### src/rtl/mem_access_ctrl.sv
// mem_access_ctrl: single-outstanding LDB/LDW/STB/STW initiator for the
// LC-3b block-RAM read/write port, with byte lanes and alignment checks.
//
// Ports:
//   clk, rst_n                    clock, async active-low reset
//   req_valid/req_ready           request handshake (ready only in IDLE)
//   req_we, req_byte              store/load, byte/word select
//   req_addr, req_wdata           byte address, store data
//   rsp_valid/rsp_ready           response handshake
//   rsp_data, rsp_err             load result / misaligned-word flag
//   mem_addr, mem_en              memory address and enable
//   mem_we_low, mem_we_high       byte-lane write enables
//   mem_wdata, mem_rdata          memory write / read data
module mem_access_ctrl #(
    parameter int MEM_LATENCY   = 1,
    parameter bit SIGN_EXT_BYTE = 1'b1
) (
    input  logic        clk,
    input  logic        rst_n,
    input  logic        req_valid,
    output logic        req_ready,
    input  logic        req_we,
    input  logic        req_byte,
    input  logic [15:0] req_addr,
    input  logic [15:0] req_wdata,
    output logic        rsp_valid,
    input  logic        rsp_ready,
    output logic [15:0] rsp_data,
    output logic        rsp_err,
    output logic [15:0] mem_addr,
    output logic        mem_en,
    output logic        mem_we_low,
    output logic        mem_we_high,
    output logic [15:0] mem_wdata,
    input  logic [15:0] mem_rdata
);

    typedef enum logic [1:0] {
        S_IDLE,
        S_ISSUE,
        S_CAPTURE,
        S_RESP
    } state_e;

    // ISSUE lasts MEM_LATENCY cycles; the counter runs down to zero.
    localparam logic [2:0] CNT_INIT = 3'(MEM_LATENCY - 1);

    state_e      state_q, state_d;
    logic [2:0]  cnt_q, cnt_d;
    logic        we_q, we_d;
    logic        byte_q, byte_d;
    logic        req_ready_q, req_ready_d;
    logic        rsp_valid_q, rsp_valid_d;
    logic [15:0] rsp_data_q, rsp_data_d;
    logic        rsp_err_q, rsp_err_d;
    logic [15:0] mem_addr_q, mem_addr_d;
    logic        mem_en_q, mem_en_d;
    logic        we_low_q, we_low_d;
    logic        we_high_q, we_high_d;
    logic [15:0] mem_wdata_q, mem_wdata_d;

    logic        accept;
    logic [7:0]  lane;
    logic [15:0] load_val;

    assign accept = req_valid & req_ready_q;

    // mem_addr_q still holds the request address while capturing.
    assign lane     = mem_addr_q[0] ? mem_rdata[15:8] : mem_rdata[7:0];
    assign load_val = byte_q
                    ? {{8{SIGN_EXT_BYTE & lane[7]}}, lane}
                    : mem_rdata;

    always_comb begin
        state_d     = state_q;
        cnt_d       = cnt_q;
        we_d        = we_q;
        byte_d      = byte_q;
        rsp_data_d  = rsp_data_q;
        rsp_err_d   = rsp_err_q;
        mem_addr_d  = mem_addr_q;
        mem_wdata_d = mem_wdata_q;
        we_low_d    = we_low_q;
        we_high_d   = we_high_q;

        unique case (state_q)
            S_IDLE: begin
                if (accept) begin
                    we_d   = req_we;
                    byte_d = req_byte;
                    if (!req_byte && req_addr[0]) begin
                        state_d    = S_RESP;
                        rsp_err_d  = 1'b1;
                        rsp_data_d = 16'h0000;
                    end else begin
                        state_d     = S_ISSUE;
                        cnt_d       = CNT_INIT;
                        rsp_err_d   = 1'b0;
                        mem_addr_d  = req_addr;
                        mem_wdata_d = req_byte
                                    ? {2{req_wdata[7:0]}}
                                    : req_wdata;
                        we_low_d    = req_we
                                    & (~req_byte | ~req_addr[0]);
                        we_high_d   = req_we
                                    & (~req_byte | req_addr[0]);
                    end
                end
            end
            S_ISSUE: begin
                // Write enables only in the first ISSUE cycle.
                we_low_d  = 1'b0;
                we_high_d = 1'b0;
                if (cnt_q == 3'd0) begin
                    state_d = S_CAPTURE;
                end else begin
                    cnt_d = cnt_q - 3'd1;
                end
            end
            S_CAPTURE: begin
                rsp_data_d = we_q ? 16'h0000 : load_val;
                state_d    = S_RESP;
            end
            S_RESP: begin
                if (rsp_ready) begin
                    state_d = S_IDLE;
                end
            end
            default: begin
                state_d = S_IDLE;
            end
        endcase

        // Registered outputs follow the state being entered.
        req_ready_d = (state_d == S_IDLE);
        mem_en_d    = (state_d == S_ISSUE);
        rsp_valid_d = (state_d == S_RESP);
    end

    always_ff @(posedge clk or negedge rst_n) begin
        if (!rst_n) begin
            state_q     <= S_IDLE;
            cnt_q       <= 3'd0;
            we_q        <= 1'b0;
            byte_q      <= 1'b0;
            req_ready_q <= 1'b1;
            rsp_valid_q <= 1'b0;
            rsp_data_q  <= 16'h0000;
            rsp_err_q   <= 1'b0;
            mem_addr_q  <= 16'h0000;
            mem_en_q    <= 1'b0;
            we_low_q    <= 1'b0;
            we_high_q   <= 1'b0;
            mem_wdata_q <= 16'h0000;
        end else begin
            state_q     <= state_d;
            cnt_q       <= cnt_d;
            we_q        <= we_d;
            byte_q      <= byte_d;
            req_ready_q <= req_ready_d;
            rsp_valid_q <= rsp_valid_d;
            rsp_data_q  <= rsp_data_d;
            rsp_err_q   <= rsp_err_d;
            mem_addr_q  <= mem_addr_d;
            mem_en_q    <= mem_en_d;
            we_low_q    <= we_low_d;
            we_high_q   <= we_high_d;
            mem_wdata_q <= mem_wdata_d;
        end
    end

    assign req_ready   = req_ready_q;
    assign rsp_valid   = rsp_valid_q;
    assign rsp_data    = rsp_data_q;
    assign rsp_err     = rsp_err_q;
    assign mem_addr    = mem_addr_q;
    assign mem_en      = mem_en_q;
    assign mem_we_low  = we_low_q;
    assign mem_we_high = we_high_q;
    assign mem_wdata   = mem_wdata_q;

endmodule

### config.mk
export PLATFORM = sky130hd
export DESIGN_NAME = mem_access_ctrl
export DESIGN_NICKNAME = d
export VERILOG_FILES = /design/src/rtl/mem_access_ctrl.sv
export SDC_FILE = /design/constraint.sdc
export NUM_CORES = 1
export LEC_CHECK = 0
export CORE_ASPECT_RATIO = 0.7
export CORE_MARGIN = 3
export CORE_UTILIZATION = 47
export CTS_CLUSTER_SIZE = 14
export DETAILED_ROUTE_END_ITERATION = 8
export PLACE_DENSITY = 0.95
export SLEW_MARGIN = 10
export SYNTH_ARGS = -nofsm -noshare
export SYNTH_HDL_FRONTEND = slang
export SYNTH_SLANG_ARGS = --single-unit
### constraint.sdc
create_clock -name clk -period 2.8 [get_ports clk]
set_input_delay 0.28 -clock clk [delete_from_list [all_inputs] [get_ports clk]]
set_output_delay 0.28 -clock clk [all_outputs]
set_load 0.005 [all_outputs]
### Word level (Yosys, flattened, before mapping)

Index checks and enable logic that the tools add are counted.

| word-level totals | value |
|---|---|
| register bits | 61 |
| latch bits | 0 |
| RAM bits | 0 |
| ROM bits | 0 |
| input bits | 54 |
| output and inout port bits | 54 |
| word-level logic and storage cells | 66 |
| memories kept | 0 |

| operators by class | value |
|---|---|
| add/subtract/negate cells | 1 |
| $mul | 0 |
| divide/modulo/power cells | 0 |
| magnitude comparators | 0 |
| equal/unequal tests | 9 |
| shifts and indexed selects | 0 |
| mux-type cells | 23 |
| bitwise logic cells | 8 |
| reductions and logical operators | 12 |

Operator list:

| cell | number |
|---|---|
| $mux 16 | 5 |
| $pmux 16 s2 | 1 |
| $mux 3 | 3 |
| $reduce_and 3->1 | 3 |
| $mux 2 | 4 |
| $mux 8 | 1 |
| $ne 2x2->1 const B | 4 |
| $pmux 2 s4 | 1 |
| $eq 2x2->1 const B | 3 |
| $pmux 3 s2 | 1 |
| $mux 1 | 5 |
| $eq 2x1->1 const B | 2 |
| $logic_not 2->1 | 2 |
| $pmux 1 s2 | 2 |
| $reduce_and 4->1 | 1 |
| $reduce_bool 2->1 | 2 |
| $and 1x1->1 | 3 |
| $logic_not 3->1 | 1 |
| $not 1->1 | 3 |
| $sub 3x1->3 const B | 1 |
| $or 1x1->1 | 2 |
| $reduce_and 2->1 | 1 |
| $logic_and 1x1->1 | 1 |
| $logic_not 1->1 | 1 |

### Logic depth before layout (Yosys ltp)

Gate-level depths: netlist (run 1).

| logic depth | value |
|---|---|
| word-level depth | 6 |
| gate-level depth with buffers | 6 |
| mapped depth without buffers | 5 |

### Worst setup path after synthesis (run 1)

No wires, ideal clock.

| path | value |
|---|---|
| path type | register to register |
| from | reg req_ready_q, in the netlist req_ready |
| to | reg mem_addr_q[1], in the netlist mem_addr[1] |
| library setup time | 0.125 ns |
| arrival | 1.332 ns |
| data required time | 2.675 ns |
| setup slack | 1.342 ns |
| stages on the path, launching flop included | 6 |
| cells stage by stage | dfstp_2 and3_1 buf_6 nand2_8 buf_12 mux2_4 |

| on the way | value |
|---|---|
| word-level cells in the longest chain between the ends | 2 |

RTL lines:

| element | RTL line | text |
|---|---|---|
| start, declared | 52 | `logic req_ready_q, req_ready_d;` |
| start signal, assigned | 160 | `req_ready_q <= req_ready_d;` |
| $and 1x1->1 | 66 | `assign accept = req_valid & req_ready_q;` |
| $reduce_and 3->1 (no source line) | -- |  |
| end signal, assigned | 164 | `mem_addr_q <= mem_addr_d;` |
| end, declared | 56 | `logic [15:0] mem_addr_q, mem_addr_d;` |

Every way passes these cells.
A chain may end at the register's enable or synchronous reset.

### Final worst setup path (run 1)

| path | value |
|---|---|
| from | reg state_q[1] |
| to | reg mem_addr_q[2], in the netlist mem_addr[2] |

| on the way | value |
|---|---|
| word-level cells in the longest chain between the ends | 2 |

RTL lines:

| element | RTL line | text |
|---|---|---|
| start, declared | 48 | `state_e state_q, state_d;` |
| start signal, assigned | 156 | `state_q <= state_d;` |
| $logic_not 2->1 | 86 | `unique case (state_q)` |
| $reduce_and 3->1 (no source line) | -- |  |

Every way passes these cells.

==> results, run 1 <==
- The remaining routing DRC violations is 0.
- The run finished with clean final reports.
- In this run, synthesis inferred 0 flip-flops with an integrated enable.
- The number of optimization iterations in the first detailed-route pass is 4.
- The initial utilization of the core area, before any placement, comes to between 50 and 60%.
- The root buffer selected by CTS is sky130_fd_sc_hd__clkbuf_8.
- The analysis attributes to cell leakage a power of about 1.9 nW.
- The maximum single-stage delay on the critical path is 0.52 ns.
- Subtracting the final worst setup slack from the clock period gives 1.92 ns.
- The first global-routing pass estimated around 11000 um of wire.
- The share of the clock period used by the worst path after layout is 68.4%.
- Setup violations remaining at the end of the flow were counted as 0.
- The finished cells cover 4010 um2.
- Summed over all nets, wire length on met3 after detailed routing comes to 475 um.
- The mapped netlist covers 2740 um2.
- Routed signal wires occupy layers up through met4.
- In this run the worst hold path is classified as primary input to asynchronous set/reset pin.
- The placed instances occupy a cell area of ~3800 um2.
- The number of buffers inserted by post-CTS setup repair is 0.
- The final-stage net count is 372.
- The type of the worst setup path is flip-flop to flip-flop.
- Along the worst path, the maximum fanout reaches 32.
- The tool flagged a number of max-cap violations equal to 0.
- In the global route stage, overall resource usage came out at 20.2%.
- The number of buffers inserted by hold repair at cts is 0.
- The die is 97.3 um wide.
- The most frequent standard cell in the layout excluding fill and tap cells is sky130_fd_sc_hd__clkdlybuf4s50_1.
- The synthesized design contains 61 register bits.
- Relative to the synthesized area, the layout overhead comes to 46.3%.
- The maximum clock frequency is 522 MHz.
- In the synthesized netlist the dominant register cell turns out to be sky130_fd_sc_hd__dfrtp_1.
- Summed over all nets, the half-perimeter wirelength after detailed placement is 4650 um.
- The final hold violation count is 0.
- Buffers inserted during clock tree synthesis total 9.
- The share of flip-flops with an asynchronous set or reset is 100%.
- VDD sags by at most 0.000562 V.
- Counting every instance in the synthesized netlist gives 205.
- Setup repair after global routing left no endpoint under its margin.
- The quantity of gates resized following cts is 0.
- The via count of the first global-routing pass is around 2200.
- At the worst endpoint, the required time is around 3.0 ns.
- Among all stages on the critical path, the largest delay is contributed by sky130_fd_sc_hd__dfrtp_1.
- The number of inserted filler cells in the final layout is 359.
- When the netlist entered floorplanning its net count stood at roughly 260.
- The critical path startpoint category is a flip-flop.
- The routability congestion estimate is 0.793.
- Registers take around 1500 um2.
- The detailed-route vias per instance is 5.13.
- STA puts the critical path data arrival time at 2.13 ns.
- After layout, the worst setup slack is between 0.8 and 0.9 ns.
- The share of post-route cells with drive strength above 1 is 19.9%.
- The power per cell area is about 1100 nW/um2.
- The combined area of the multi-input logic cells is between 1000 and 1500 um2.
- The full die area is approximately 6800 um2.
- Clock tree synthesis found a total of 61 sinks.
- The length of routed wiring on met1 is 2810 um.
- The transition time at the pin with the least slew margin is 0.939 ns.
- STA classifies the critical path endpoint as a flip-flop.
- After detailed routing, the total wire length is ~6400 um.
- Detailed routing placed a total of just over 3000 um of wire on met2.
- Counting distinct cell types in the post-synthesis netlist gives 33.
- The number of antenna violations at the first check in global routing is 0.
- Summing over every cut layer, the via total after detailed routing is 2015.
- The routed wirelength normalized by instance count is roughly 16 um.
- Entering global routing, the biggest net connects 44 pins.
- The count of buffers from port buffering is approximately 110.
- The library cells used most frequently in the layout, excluding fill and tap cells, are sky130_fd_sc_hd__clkdlybuf4s50_1, sky130_fd_sc_hd__dfrtp_1, sky130_fd_sc_hd__mux2_4.
- The critical path goes through nor2_2, and3_1, nand2_8, mux2_4.
- The clock tree from TritonCTS is yes.
- Summed over all failing endpoints, the final setup total negative slack is 0 ns.
- 0 antenna diodes ended up in the layout.
- The count of nets left with antenna violations once routing finished came out at 0.
- The worst relative slew slack is between 30% and 40%.
- The clock latency at the later pin of the worst-skew pair is ~0.33 ns.
- In this run the count of I/O pins placed on the die edge is 108.
- Of the synthesized area, sequential elements account for a little under three fifths.
- The number of buffers on the longest clock path is 2.
- The post-place setup slack is around 0.74 ns.
- Among cell families on the critical path, the largest total delay comes from simple AND/OR/NAND/NOR gates.
- The number of max-slew violations in the final report came to 0.
- Summed over all layers, the global routing overflow is 0.
- The CTS clock-pin slew for the worst setup and hold paths is 0.07 ns.
- The row count is 22.
- The number of DRC markers in iteration 0 is 75.
- The H-tree was split into 3 levels.
- The Yosys warning count is 0.
- The average cell area after synthesis is 13.4 um2.
- The region available for standard cell placement spans around 5500 um2.
- In this run the vertical extent of the chip is 69.9 um.
- Together, buffers and inverters on the worst path number 0.
- For the final database, setup skew stands at roughly 0.0062 ns.
## metal layers
metal  vias up  GRT usage, %
met4         0          7.99
met3        12          7.68
met2        79          32.0
met5         -             0
li1        940             -
met1       984          25.2
## area by class of cell
class                   count  area share, %
flip-flops and latches     61           38.1
multi-input cells         129           27.4
repair buffers            109           26.9
clock buffers              11           3.52
well taps                  72           2.25
clock inverters             5           1.25
inverters                   6          0.561
## final timing paths
| check | start | end | slack, ns | cells past startpoint |
|---|---|---|---|---|
| max in group asynchronous | rst_n | mem_wdata[7] | 1.92 | 2 |
| max | state_q[1] | mem_addr[2] | 0.88 | 4 |
| min reg2reg | rsp_data[2] | rsp_data[2] | 0.48 | 2 |
| min in group clk | rsp_data[2] | rsp_data[2] | 0.48 | 2 |
| max reg2reg | state_q[1] | mem_addr[2] | 0.88 | 4 |
| min | rst_n | mem_en | 0.09 | 1 |
## sequential cells by signal, indices dropped and copies added (netlist names)
register and cells:
rsp_data 16, req_ready 1, mem_wdata 16, mem_we_high 1
mem_addr 16, we_q 1, mem_en 1, rsp_err 1
cnt_q 3, byte_q 1, state_q 2, mem_we_low 1
rsp_valid 1
## worst register-to-register path, cell delays in order (launching register included)
cell                      delay [ns]
sky130_fd_sc_hd__dfrtp_1        0.52
sky130_fd_sc_hd__nor2_2         0.19
sky130_fd_sc_hd__and3_1         0.42
sky130_fd_sc_hd__nand2_8        0.28
sky130_fd_sc_hd__mux2_4         0.40
## power breakdown
| part | internal [W] | switching (W) | total, W |
|---|---|---|---|
| Clock | 0.000429 | 0.000334 | 0.000763 |
| Sequential | 0.00131 | 0.000283 | 0.00159 |
| Combinational | 0.00120 | 0.000659 | 0.00186 |
## kinds of logic (layout without fill, tap and decap cells)
logic type	after synthesis	count (layout)	synth area share, %
compound gates	45	45	9.22
mux	49	49	23.6
fa+ha+maj	2	2	0.912
buf+inv	15	131	4.24
xor+xnor	1	1	0.319
simple gates	32	32	5.98
flops	61	61	55.7
## cell usage after synthesis, types with 2 or more instances
cell / instances / area [um2]
sky130_fd_sc_hd__dfrtp_1: 60 / 1500
sky130_fd_sc_hd__nand2_1: 19 / 71.3
sky130_fd_sc_hd__mux2_2: 10 / 113
sky130_fd_sc_hd__mux2_4: 29 / 435
sky130_fd_sc_hd__buf_12: 3 / 60.1
sky130_fd_sc_hd__buf_2: 3 / 15.0
sky130_fd_sc_hd__mux2i_1: 10 / 100
sky130_fd_sc_hd__inv_1: 6 / 22.5
sky130_fd_sc_hd__ha_1: 2 / 25.0
sky130_fd_sc_hd__nor2_1: 5 / 18.8
sky130_fd_sc_hd__a21oi_1: 13 / 65.1
sky130_fd_sc_hd__o21ai_0: 23 / 115
sky130_fd_sc_hd__clkbuf_1: 2 / 7.51
## metrics by stage
stage               hold slack [ns]  utilization (%)  std cells  total power, W
finish                       0.0867             73.6        393         0.00422
global route                  0.141             73.6        393         0.00450
CTS                           0.109             73.6        393         0.00427
detailed placement            0.474             70.1        377         0.00347
global placement              0.461             70.1        377         0.00339
floorplan                   -0.0156                -        205         0.00247
Power figures use the tool's default switching activity.
==> run 2, diff against run 1 <==
Settings changed: CORE_UTILIZATION 47 to 43, PLACE_DENSITY 0.95 to 0.9.
Clock period 2.8 ns to 1.9 ns, I/O delays scaled along.
==> run 2 against run 1 <==
First-iteration DRC count shrank 29%; final area rose by 0.65%; fmax grew 18%; largest power group unchanged; worst setup slack lost 0.61 ns; critical endpoint is now mem_addr[6].
==> results, run 2 (synthesis gave the netlist of run 1 again) <==
- The flow ran to the end, and the final reports show no timing, DRC or antenna violations.
- The share of the clock period used by the worst path after layout is 85.3% (+17 points).
- The master of the slowest instance on the critical path is sky130_fd_sc_hd__dfrtp_1.
- The number of buffers on the longest clock path was 2 (unchanged).
- The switching power was 0.00189 W (+48%).
- The worst endpoint data arrival time is 1.84 ns (-0.29 ns).
- The starting utilization of the core area is 46.0% (-4.3 points).
- The number of max-slew violations in the final report is 0 (unchanged).
- The full die area is 7390 um2 (+8.6%).
- The number of routed nets with antenna violations is 0 (unchanged).
- The number of CTS-inserted buffers came to 9 (unchanged).
- The CTS clock-pin slew for the worst setup and hold paths came to 0.07 ns (about the same).
- The transition time at the pin with the least slew margin is 0.645 ns (-0.293 ns).
- The maximum clock frequency is 617 MHz (+18%).
- The count of buffers from port buffering is 107 (unchanged).
- The highest ir drop seen on vdd is 0.000813 V (+45%).
- The max-cap violation count is 0 (unchanged).
- The vertical die dimension is 72.8 um (+4.2%).
- STA classifies the critical path startpoint as a flip-flop.
- The die width is 101 um (+4.3%).
- The number of failing setup endpoints in the final timing report came to 0 (unchanged).
- From synthesis to final layout, the design area changed by 47.2%.
- The leakage power is 1.88 nW (+0.39%).
- The number of optimization iterations in the first detailed-route pass was 4 (unchanged).
- The register share of total power is 38.1% (+0.3 points).
- TritonCTS built the clock tree.
- The number of inserted filler cells in the final layout is 447 (+25%).
- The library cell used most frequently in the layout, excluding fill and tap cells, is sky130_fd_sc_hd__clkdlybuf4s50_1.
- The final critical path time including I/O delays and setup came to 1.62 ns (-0.295 ns).
- Setup repair after global routing left no endpoint under its margin.
- The detailed-route vias per instance came to 5.01 (-2.2%).
- The global route total overflow is 0 (unchanged).
- The total track usage was 18.6% (-1.6 points).
- The number of inserted diodes is 0 (unchanged).
- The row count came to 23 (+4.5%).
- The half-perimeter wire length after placement is 4700 um (+1.2%).
- The number of levels the H-tree was split into is 3 (unchanged).
- The clock latency at the later pin of the worst-skew pair is 0.34 ns (about the same).
- The wire length of the first global-routing pass is 10600 um (-2.5%).
- The core footprint was 5960 um2 (+9.3%).
- The top cell types in the final layout, fill and taps aside, are sky130_fd_sc_hd__clkdlybuf4s50_1, sky130_fd_sc_hd__dfrtp_1, sky130_fd_sc_hd__mux2_4.
- The number of DRC markers in iteration 0 was 53 (-29%).
- The quantity of gates resized following cts is 0 (unchanged).
- The final cell area excluding filler cells is 4040 um2 (+0.65%).
- The routability congestion estimate is 0.799 (+0.83%).
- The critical path is of the flip-flop to flip-flop type.
- The final clock skew is 0.00570 ns (-0.000467 ns).
- The number of buffers inserted by post-CTS setup repair is 0 (unchanged).
- The remaining routing DRC violations came to 0 (unchanged).
- The final hold violation count was 0 (unchanged).
- The tree is rooted in a sky130_fd_sc_hd__clkbuf_8.
- The total wire length after detailed routing was 6390 um (-0.93%).
- The switching share of power is 31.0% (+0.75 points).
- The I/O pin total was 108 (unchanged).
- The required time of the critical path is 2.12 ns (-0.90 ns).
- The post-placement cell area is 3860 um2 (+1.1%).
- The depth of the worst register-to-register path is 4 (unchanged).
- The end of the worst register-to-register path is mem_addr[6].
- The min-delay analysis places its worst path in the category primary input to asynchronous set/reset pin.
- The pin count of the biggest net entering global routing is 33 (-25%).
- The combinational fraction of design power is 45.8% (+1.7 points).
- The final-stage net count came to 378 (+1.6%).
- The share of post-route cells with drive strength above 1 is 21.4% (+1.5 points).
- The number of buffers inserted by hold repair at cts was 1 (+1).
- The worst relative slew slack was 57.0% (+20 points).
- The count of vias placed by the detailed router was 2016 (+0.050%).
- The total internal power is 0.00420 W (+43%).
- The via count of the first global-routing pass is 2162 (+0.23%).
- The maximum fanout count along the critical path was 32 (unchanged).
- The number of antenna violations at the first check in global routing is 0 (unchanged).
- The maximum single-stage delay on the critical path was 0.45 ns (-0.07 ns).
- The startpoint of the worst register-to-register path is state_q[0].
- The power per cell area came to 1510 nW/um2 (+43%).
- The routed wirelength normalized by instance count is 15.9 um (-3.1%).
- The aggregate negative setup slack is 0 ns (unchanged).
- Walking the worst path, the cells encountered are nor2_2, and3_1, nand2_8, mux2_4.
- The internal reg-to-reg setup slack is 0.28 ns (-0.61 ns).
- STA classifies the critical path endpoint as a flip-flop.
- The proportion of power drawn by the clock network is 16.2% (-1.9 points).
- The number of sinks handled by clock tree synthesis came to 61 (unchanged).
[run 2: cell type report]
class	count	area, um2	share of cell area (%)
clock buffer	9	124	3.07
clock inverter	7	42.5	1.05
inverter	6	22.5	0.558
multi-input combinational	129	1100	27.2
sequential	61	1530	37.8
tap	75	93.8	2.32
timing repair buffer	115	1130	28.0
[run 2: power by group through the flow]
stage	Sequential, W	Clock (W)	Combinational [W]
after CTS	0.00232	0.00101	0.00282
final	0.00231	0.000984	0.00278
after global placement	0.00232	0	0.00273
after floorplan	0.00231	0	0.00133
after global routing	0.00240	0.00108	0.00304
after detailed placement	0.00230	0	0.00282
[run 2: worst max path at each step]
stage,from,to,slack [ns]
after CTS,state_q[0],mem_wdata[11],0.28
final,state_q[0],mem_addr[6],0.28
after global routing,state_q[0],mem_wdata[11],0.18
after global placement,req_valid,mem_addr[9],0.14
after floorplan,req_ready,mem_addr[1],0.44
after detailed placement,req_addr[0],rsp_data[10],0.08
[run 2: per-stage QoR]
step,setup slack [ns],hold slack [ns],power [W],cells,utilization [%]
5_1_grt,0.179,0.332,0.00652,402,67.8
4_1_cts,0.281,0.304,0.00615,402,67.8
3_3_place_gp,0.141,0.142,0.00505,385,64.8
3_5_place_dp,0.0755,0.140,0.00513,385,64.8
2_1_floorplan,0.442,-0.106,0.00364,205,-
6_report,0.280,0.307,0.00608,402,67.8
[run 2: worst max-delay path: cells and delay by family, from the launching register on]
kind          cells  cell delay (ns)
simple gates      3             0.65
flops             1             0.45
mux               1             0.37
[run 2: metal layers]
| layer | vias up | wire, um | share of wire [%] | GRT usage (%) |
|---|---|---|---|---|
| met5 | - | 0 | 0 | 0 |
| met4 | 0 | 49 | 0.77 | 4.57 |
| met3 | 4 | 552 | 8.6 | 8.31 |
| met2 | 87 | 2930 | 46 | 28.5 |
| met1 | 972 | 2860 | 45 | 24.5 |
| li1 | 953 | - | - | - |
==> run 3, diff against run 2 <==
Settings changed: CORE_ASPECT_RATIO 0.7 to unset, CTS_BUF_LIST set to sky130_fd_sc_hd__clkbuf_4 sky130_fd_sc_hd__clkbuf_8 sky130_fd_sc_hd__clkbuf_16.
==> run 3 against run 2 <==
Sequential share of layout area about the same; combinational power about the same; largest power group unchanged; die area decreased by 0.21%; critical path type unchanged; total power up 0.64%; first-iteration DRC count increased by 17%; sequential cell count is the same; non-clock buffer count is 2 lower; clock skew is 0.0030 ns higher; critical path depth did not move; hold slack got worse by 0.0075 ns; core utilization shrank 1.1 points; global-route usage down 0.77 points.
==> results, run 3 (synthesis gave the netlist of run 1 again) <==
- The run finished with clean final reports.
- The final hold violation count is 0 (unchanged).
- The proportion of power drawn by the clock network is 16.9% (+0.7 points).
- The detailed-route vias per instance was 5.01 (about the same).
- The aggregate negative setup slack is 0 ns (unchanged).
- The highest ir drop seen on vdd was 0.000753 V (-7.4%).
- The number of optimization iterations in the first detailed-route pass came to 5 (+1).
- The die width is 85.9 um (-15%).
- The buffers plus inverters on the worst setup path is 0 (unchanged).
- The routability congestion estimate is 0.767 (-4.1%).
- The global route total overflow is 0 (unchanged).
- The share of post-route cells with drive strength above 1 is 20.9% (-0.48 points).
- The vertical die dimension is 85.9 um (+18%).
- The final cell area excluding filler cells is 4040 um2 (about the same).
- The remaining routing DRC violations was 0 (unchanged).
- The starting utilization of the core area was 45.3% (-0.79 points).
- In this run the critical register-to-register path is captured at mem_addr[14].
- The met1 track demand over resource in global routing came to 22.6% (-1.8 points).
- The number of inserted filler cells in the final layout is 484 (+8.3%).
- The endpoint class of the critical path is a flip-flop.
- The startpoint of the worst register-to-register path is state_q[0].
- The number of max-slew violations in the final report is 0 (unchanged).
- The tree is rooted in a sky130_fd_sc_hd__clkbuf_8.
- Setup repair after global routing left no endpoint under its margin.
- The signal on the critical path passes through nor2_2, and3_1, nand2_8, mux2_4.
- The leakage power came to 1.89 nW (+0.46%).
- The final-stage net count is 376 (-0.53%).
- The number of CTS-inserted buffers is 9 (unchanged).
- The worst endpoint data arrival time is 1.82 ns (-0.02 ns).
- The full die area was 7370 um2 (-0.21%).
- The total wire length after detailed routing is 6160 um (-3.6%).
- The total track usage is 17.9% (-0.77 points).
- The CTS clock-pin slew for the worst setup and hold paths was 0.06 ns (about the same).
- The combinational fraction of design power is 45.2% (-0.6 points).
- The post-placement cell area is 3850 um2 (-0.39%).
- The worst relative slew slack is 56.8% (-0.12 points).
- The met3 routing resource usage after global routing is 5.09% (-3.2 points).
- The transition time at the pin with the least slew margin came to 0.647 ns (+0.00174 ns).
- The number of buffers inserted by post-CTS setup repair is 0 (unchanged).
- The depth of the worst register-to-register path was 4 (unchanged).
- The count of placed standard cells including taps is 383 (-0.52%).
- The number of levels the H-tree was split into came to 3 (unchanged).
- The switching share of power is 29.4% (-1.6 points).
- The most frequent standard cell in the layout excluding fill and tap cells is sky130_fd_sc_hd__clkdlybuf4s50_1.
- STA classifies the critical path startpoint as a flip-flop.
- The clock latency at the later pin of the worst-skew pair is 0.32 ns (-0.02 ns).
- The number of sinks handled by clock tree synthesis was 61 (unchanged).
- The number of DRC markers in iteration 0 is 62 (+17%).
- The maximum clock frequency is 617 MHz (-0.10%).
- The count of vias placed by the detailed router is 2005 (-0.55%).
- TritonCTS built the clock tree.
- The core footprint is 6060 um2 (+1.7%).
- The half-perimeter wire length after placement was 4700 um (about the same).
- The share of the clock period used by the worst path after layout is 85.4% (+0.089 points).
- The final critical path time including I/O delays and setup is 1.62 ns (+0.00169 ns).
- The row count is 28 (+22%).
- The I/O pin total is 108 (unchanged).
- Broken down by cell family, the worst path's largest delay share belongs to simple AND/OR/NAND/NOR gates.
- The number of failing setup endpoints in the final timing report is 0 (unchanged).
- The max-cap violation count was 0 (unchanged).
- The internal reg-to-reg setup slack is 0.28 ns (about the same).
- In this run the worst hold path is classified as primary input to asynchronous set/reset pin.
- The global routing met2 resource utilization came to 28.8% (+0.32 points).
- The number of inserted diodes was 0 (unchanged).
- The count of buffers from port buffering came to 107 (unchanged).
- The maximum fanout count along the critical path was 32 (unchanged).
- The area growth from synthesis to final layout is 47.3% (about the same).
- The number of antenna violations at the first check in global routing is 0 (unchanged).
- The number of buffers on the longest clock path came to 2 (unchanged).
- The switching power is 0.00180 W (-4.6%).
- The pin count of the biggest net entering global routing is 33 (unchanged).
- After global routing, the most crowded layer is met2.
- Among all stages on the critical path, the largest delay is contributed by sky130_fd_sc_hd__dfrtp_1.
- The via count of the first global-routing pass was 2154 (-0.37%).
- The critical path is of the flip-flop to flip-flop type.
- The register share of total power was 37.9% (-0.2 points).
- The final non-filler cell total is 400 (-0.50%).
- The maximum single-stage delay on the critical path is 0.44 ns (about the same).
- The routed wirelength normalized by instance count is 15.4 um (-3.1%).
- The wire length of the first global-routing pass came to 10300 um (-2.7%).
- The required time of the critical path is 2.10 ns (-0.02 ns).
- The power per cell area came to 1520 nW/um2 (+0.61%).
- The total internal power was 0.00432 W (+3.0%).
- In the layout the commonest cells are sky130_fd_sc_hd__clkdlybuf4s50_1, sky130_fd_sc_hd__dfrtp_1, sky130_fd_sc_hd__mux2_4.
- The final clock skew came to 0.00869 ns (+0.00299 ns).
- The number of routed nets with antenna violations is 0 (unchanged).
-- run 3: cell types whose count changed in the layout (fill, tap and decap cells not counted), sizes merged --
cell	previous run	this run
clkbuf	9	16
clkinvlp	3	0
clkinv	4	0
buf	8	6
-- run 3: what timing repair did --
action / 4_1_cts / 5_1_grt
resized for setup: 0 / 0
hold buffers: 1 / 0
hold endpoints to repair: 11 / 0
-- run 3: area by class of cell --
class | count | area (um2) | area share [%]
sequential | 61 | 1530 | 37.8
inverter | 6 | 22.5 | 0.558
tap | 75 | 93.8 | 2.32
multi-input combinational | 129 | 1100 | 27.2
clock buffer | 16 | 183 | 4.52
timing repair buffer | 113 | 1110 | 27.6
-- run 3: through the flow --
stage	util, %	hold WS [ns]	setup WS (ns)	total power [W]
after floorplan	-	-0.106	0.442	0.00364
after global placement	63.5	0.0919	0.121	0.00502
after detailed placement	63.5	0.0958	0.0409	0.00513
after CTS	66.6	0.293	0.281	0.00621
after global routing	66.6	0.341	0.194	0.00656
final	66.6	0.299	0.278	0.00612
-- run 3: power by group through the flow --
stage / Sequential [W] / Combinational (W) / Clock (W)
global placement: 0.00231 / 0.00271 / 0
global route: 0.00240 / 0.00303 / 0.00112
CTS: 0.00233 / 0.00282 / 0.00106
finish: 0.00232 / 0.00277 / 0.00103
floorplan: 0.00231 / 0.00133 / 0
detailed placement: 0.00232 / 0.00282 / 0
-- run 3: how the worst max path moves through the flow --
stage                     startpoint      endpoint  slack (ns)  cells after the start
after floorplan            req_ready   mem_addr[1]        0.44                      5
after global placement      req_byte  rsp_data[14]        0.12                      5
after detailed placement    req_byte  rsp_data[12]        0.04                      5
after CTS                 state_q[0]  mem_addr[14]        0.28                      4
after global routing        req_byte  rsp_data[14]        0.19                      5
final                     state_q[0]  mem_addr[14]        0.28                      4
-- run 3: per-layer routing --
layer,part of all wire (%),up-vias
met5,0,-
met4,1.6,0
met3,7.0,8
met2,50,77
met1,42,973
li1,-,947
